<file path="src/rtl/tc_pkg.sv">
// Shared types and defaults for the two's-complement word controller.
package tc_pkg;

  localparam int TC_DEFAULT_WIDTH = 8;

  typedef enum logic [1:0] {
    IDLE  = 2'd0,
    SHIFT = 2'd1,
    DONE  = 2'd2
  } tc_state_e;

endpackage

</file>
<file path="src/rtl/tc_serial_cell.sv">
// Bit-serial two's-complement cell: passes bits until the first 1, inverts after it.
// Combinational out_bit, one register of state; clr wins over en.
module tc_serial_cell (
  input  logic t_clock,
  input  logic r_n,
  input  logic clr,
  input  logic en,
  input  logic in_bit,
  output logic out_bit
);

  logic seen_one_q;
  logic seen_one_d;

  always_comb begin
    seen_one_d = seen_one_q;
    if (clr) begin
      seen_one_d = 1'b0;
    end else if (en && in_bit) begin
      seen_one_d = 1'b1;
    end
  end

  always_ff @(posedge t_clock or negedge r_n) begin
    if (!r_n) begin
      seen_one_q <= 1'b0;
    end else begin
      seen_one_q <= seen_one_d;
    end
  end

  assign out_bit = seen_one_q ? ~in_bit : in_bit;

endmodule

</file>
<file path="src/rtl/tc_word_ctrl.sv">
// Word-serial negator: accepts a word in IDLE, result valid WIDTH cycles later, held until out_ready or flush.
// Optional most-negative-operand flag on ovf when TC_OVF_EN is defined.
module tc_word_ctrl
  import tc_pkg::*;
#(
  parameter int WIDTH = TC_DEFAULT_WIDTH
) (
  input  logic             t_clock,
  input  logic             r_n,
  input  logic             in_valid,
  input  logic [WIDTH-1:0] in_data,
  output logic             in_ready,
  input  logic             flush,
  output logic             out_valid,
  output logic [WIDTH-1:0] out_data,
  input  logic             out_ready,
  output logic             busy
`ifdef TC_OVF_EN
  ,
  output logic             ovf
`endif
);

  localparam int               CNT_W = $clog2(WIDTH + 1);
  localparam logic [CNT_W-1:0] LAST  = CNT_W'(WIDTH - 1);

  tc_state_e        state_q;
  logic [WIDTH-1:0] opnd_q;
  logic [WIDTH-1:0] res_q;
  logic [WIDTH-1:0] res_d;
  logic [CNT_W-1:0] cnt_q;
  logic [CNT_W-1:0] cnt_d;
  logic             in_ready_q;
  logic             out_valid_q;
  logic             busy_q;
  logic             accept;
  logic             cell_en;
  logic             cell_out;

`ifdef TC_OVF_EN
  localparam logic [WIDTH-1:0] MOST_NEG = {1'b1, {(WIDTH - 1){1'b0}}};
  logic min_q;
  logic ovf_q;
`endif

  assign accept  = in_valid && in_ready_q;
  assign cell_en = (state_q == SHIFT) && !flush;
  assign cnt_d   = cnt_q + 1'b1;
  // Cell output enters at the MSB so the LSB-first stream lands in place after WIDTH shifts.
  assign res_d   = {cell_out, res_q[WIDTH-1:1]};

  tc_serial_cell u_cell (
    .t_clock (t_clock),
    .r_n     (r_n),
    .clr     (accept),
    .en      (cell_en),
    .in_bit  (opnd_q[0]),
    .out_bit (cell_out)
  );

  always_ff @(posedge t_clock or negedge r_n) begin
    if (!r_n) begin
      state_q     <= IDLE;
      opnd_q      <= '0;
      res_q       <= '0;
      cnt_q       <= '0;
      in_ready_q  <= 1'b1;
      out_valid_q <= 1'b0;
      busy_q      <= 1'b0;
`ifdef TC_OVF_EN
      min_q       <= 1'b0;
      ovf_q       <= 1'b0;
`endif
    end else begin
      case (state_q)
        IDLE: begin
          if (in_valid) begin
            state_q    <= SHIFT;
            opnd_q     <= in_data;
            cnt_q      <= '0;
            in_ready_q <= 1'b0;
            busy_q     <= 1'b1;
`ifdef TC_OVF_EN
            min_q      <= (in_data == MOST_NEG);
`endif
          end
        end
        SHIFT: begin
          if (flush) begin
            state_q    <= IDLE;
            in_ready_q <= 1'b1;
            busy_q     <= 1'b0;
          end else begin
            opnd_q <= opnd_q >> 1;
            res_q  <= res_d;
            cnt_q  <= cnt_d;
            if (cnt_q == LAST) begin
              state_q     <= DONE;
              out_valid_q <= 1'b1;
`ifdef TC_OVF_EN
              ovf_q       <= min_q;
`endif
            end
          end
        end
        DONE: begin
          if (flush || out_ready) begin
            state_q     <= IDLE;
            in_ready_q  <= 1'b1;
            out_valid_q <= 1'b0;
            busy_q      <= 1'b0;
`ifdef TC_OVF_EN
            ovf_q       <= 1'b0;
`endif
          end
        end
        default: begin
          state_q     <= IDLE;
          in_ready_q  <= 1'b1;
          out_valid_q <= 1'b0;
          busy_q      <= 1'b0;
        end
      endcase
    end
  end

  assign in_ready  = in_ready_q;
  assign out_valid = out_valid_q;
  assign out_data  = res_q;
  assign busy      = busy_q;
`ifdef TC_OVF_EN
  assign ovf       = ovf_q;
`endif

endmodule
</file>
<file path="config.mk">
export PLATFORM = sky130hd
export DESIGN_NAME = tc_word_ctrl
export DESIGN_NICKNAME = d
export VERILOG_FILES = /design/src/rtl/tc_pkg.sv /design/src/rtl/tc_serial_cell.sv /design/src/rtl/tc_word_ctrl.sv
export SDC_FILE = /design/constraint.sdc
export NUM_CORES = 1
export LEC_CHECK = 0
export BUFFER_PORTS_ARGS = -buffer_cell sky130_fd_sc_hd__buf_4
export CORE_ASPECT_RATIO = 0.9
export CORE_MARGIN = 4
export CORE_UTILIZATION = 50
export CTS_CLUSTER_SIZE = 28
export DETAILED_ROUTE_END_ITERATION = 6
export PLACE_DENSITY = 0.84
export SYNTH_ARGS = -nofsm -noshare
export SYNTH_HDL_FRONTEND = slang
export SYNTH_SLANG_ARGS = --single-unit
</file>
<file path="constraint.sdc">
create_clock -name t_clock -period 2.28 [get_ports t_clock]
set_clock_uncertainty 0.1 [all_clocks]
set_input_delay 0.114 -clock t_clock [delete_from_list [all_inputs] [get_ports t_clock]]
set_output_delay 0.114 -clock t_clock [all_outputs]
set_load 0.1 [all_outputs]
</file>
==> results.json <==
{
  "clock_insertion_delay_worst_skew_ns": 0.32,
  "first_pass_grt_wire_length_um": 4190,
  "clock_tree.root_cell": "sky130_fd_sc_hd__clkbuf_4",
  "drv_cap": 0,
  "synthesis.area_per_instance_um2": 10.1,
  "reg2reg_from": "state_q[0]$_DFFE_PN0P_",
  "floorplan.initialDensity_pct": 52.7,
  "intPower_uw": 942,
  "period_minus_slack_ns": 1.77,
  "final-hold-violation-count": 0,
  "placed_area_mm2": 0.00135,
  "critPathArrivalTime_ns": 1.90,
  "worst_hold_startpoint": "in_data[1]",
  "viasPerCell": 5.45,
  "netlist_area_before_placement_mm2": 0.00115,
  "diodes": 0,
  "worst_ep_required_time_ns": 2.41,
  "grt_util_all_layers_pct": 18.1,
  "postCtsHoldBufs": 10,
  "flops_latches_synth": 26,
  "netlist_instances": 114,
  "drt.antenna.violating_nets": 0,
  "gr-total-overflow": 0,
  "synth_edf_count": 0,
  "port-buffer-count": 23,
  "ys_dominant_reg_cell": "sky130_fd_sc_hd__dfrtp_1",
  "first_global_vias": 929,
  "cts.repair.resized": 0,
  "synth.lib_cells_used.distinct": 26,
  "power.share.sequential_pct": 37.2,
  "dr_total_vias": 953,
  "dieHeight_um": 53.5,
  "place_hpwl_um": 1650,
  "cts_max_level": 1,
  "seq_area_frac_synth_pct": 56.7,
  "endpoint_kind": "flop",
  "timing.final.crit_share_pct": 77.8,
  "max_slew_margin_pct": 61.1,
  "pwr_density_cell_mw_per_mm2": 1300,
  "max-vdd-ir-drop_mv": 1.26,
  "async_reset_ff_share_pct": 100,
  "area_growth_pct": 29.3,
  "final_tns_setup_ns": 0,
  "grt_max_degree": 27,
  "clkPwrFrac_pct": 12.0,
  "cts_setup_buffers": 0,
  "rsz_0062_raised_after_global_routing": "false",
  "synth_fp_nets": 128,
  "tritoncts_clock_tree": "done",
  "timing.critical_path.from_type": "flop",
  "timing_worst_slew_pin_value_ns": 0.582,
  "fp-row-count": 16,
  "die_area_mm2": 0.00313,
  "drc": 0,
  "timing.hold.worst.class": "in2reg",
  "drt_wl_total_um": 2350,
  "final_layout_size_suffix_gt1_share_pct": 22.3,
  "run_status": "completed",
  "postLayoutCellArea_mm2": 0.00149,
  "drt_first_iter_violations": 13,
  "synth-warning-count": 0,
  "drv_slew": 0,
  "antenna_violations_before_repair": 0,
  "reg2reg_slack_ns": 0.51,
  "finalWeightedCongestion": 0.760,
  "timing.setup.critical_path_class": "reg2reg",
  "setup_violations": 0,
  "clock.fmax_mhz": 564,
  "number_of_sinks_handled_by_clock_tree_synthesis": 26,
  "p_leak_uw": 0.000737,
  "core_mm2": 0.00218,
  "power.share.switching_pct": 51.3,
  "numCtsBuffers": 3,
  "design.final.nets": 163,
  "worst_setup_hold_path_clk_slew_ns": 0.14,
  "share_comb_of_total_power_pct": 50.8,
  "io-pin-count": 24,
  "drt-wirelength-per-cell_um": 13.4,
  "power.switching_uw": 993,
  "maximum_clock_insertion_buffer_count": 2,
  "drt_pre_antenna_iters": 4,
  "timing.critical_path.from": "state_q[0]$_DFFE_PN0P_",
  "die_x_um": 58.6,
  "path_max_fanout": 10
}
==> cells by family (layout without fill, tap and decap cells) <==
family | after synthesis | count (layout) | share of synthesized area (%)
compound gates | 25 | 25 | 12.6
flops | 26 | 26 | 56.7
simple gates | 44 | 44 | 18.4
xor+xnor | 1 | 1 | 0.762
buf+inv | 9 | 43 | 3.48
mux | 8 | 8 | 6.96
fa+ha+maj | 1 | 1 | 1.09
==> synth_stat cells (all sizes together), types with 3 or more instances <==
| cell | n | share of area (%) |
|---|---|---|
| clkbuf | 3 | 0.98 |
| dfrtp | 25 | 54 |
| nand3 | 9 | 3.9 |
| a21oi | 4 | 1.7 |
| buf | 3 | 1.5 |
| o21ai | 13 | 5.7 |
| inv | 3 | 0.98 |
| mux2i | 8 | 7.0 |
| nor2 | 5 | 1.6 |
| nand2 | 22 | 7.2 |
==> critical path, stage by stage, from the launching register on <==
cell                      delay, ns
sky130_fd_sc_hd__dfrtp_1       0.50
sky130_fd_sc_hd__nor3b_2       0.55
sky130_fd_sc_hd__nor2_1        0.28
sky130_fd_sc_hd__a22o_1        0.25
==> final timing paths <==
kind / to / depth (start not counted)
max: opnd_q[7]$_DFFE_PN0P_ / 3
min: opnd_q[1]$_DFFE_PN0P_ / 3
max reg2reg: opnd_q[7]$_DFFE_PN0P_ / 3
min reg2reg: in_ready$_DFFE_PN1P_ / 2
max in group asynchronous: in_ready$_DFFE_PN1P_ / 2
min in group asynchronous: out_valid$_DFFE_PN0P_ / 2
==> sequential cells by signal, indices dropped and copies added, names as in the netlist <==
signal / cells
cnt_q: 4
state_q: 2
in_ready: 1
out_data: 8
opnd_q: 8
out_valid: 1
u_cell.seen_one_q: 1
busy: 1
==> power by group through the flow <==
stage	clock [uW]	sequential (uW)	combinational [uW]
2_1_floorplan	0	1270	207
3_3_place_gp	0	722	961
3_5_place_dp	0	730	975
4_1_cts	239	719	989
5_1_grt	261	741	1040
6_report	233	719	983
==> cells in the final DEF (no fill, tap or decap), types with 2 or more instances in the layout <==
cell	n
sky130_fd_sc_hd__a21oi_1	4
sky130_fd_sc_hd__a22o_1	2
sky130_fd_sc_hd__a22oi_1	2
sky130_fd_sc_hd__buf_4	26
sky130_fd_sc_hd__clkbuf_4	3
sky130_fd_sc_hd__dfrtp_1	25
sky130_fd_sc_hd__dlygate4sd3_1	10
sky130_fd_sc_hd__inv_1	3
sky130_fd_sc_hd__mux2i_1	8
sky130_fd_sc_hd__nand2_1	22
sky130_fd_sc_hd__nand3_1	9
sky130_fd_sc_hd__nor2_1	5
sky130_fd_sc_hd__nor2b_1	2
sky130_fd_sc_hd__o21ai_0	13
sky130_fd_sc_hd__o22ai_1	2
==> stage by stage <==
step                      std cells  setup slack (ns)  util [%]  hold slack [ns]  power, uW
after floorplan                 114             0.747         -           -0.282       1480
after global placement          161             0.597      61.9          -0.0623       1680
after detailed placement        161             0.528      61.9          -0.0619       1700
after CTS                       175             0.493      68.1           0.0153       1950
after global routing            175             0.302      68.1           0.0369       2040
final                           175             0.506      68.1           0.0132       1940
==> metal layers <==
metal | wire length (um) | up-vias | part of all wire, % | GRT usage [%]
li1 | - | 459 | - | -
met1 | 1050 | 462 | 45 | 22.7
met2 | 1150 | 26 | 49 | 29.6
met3 | 94 | 6 | 4.0 | 3.17
met4 | 46 | 0 | 2.0 | 10.0
met5 | 0 | - | 0 | 0
==> cell type report <==
cell class              count  area (um2)
clock buffers               4        36.3
fillers                   174         696
inverters                   3        11.3
multi-input cells          79         458
flip-flops and latches     26         652
well taps                  27        33.8
repair buffers             36         295
(Power assumes the default switching activity.)
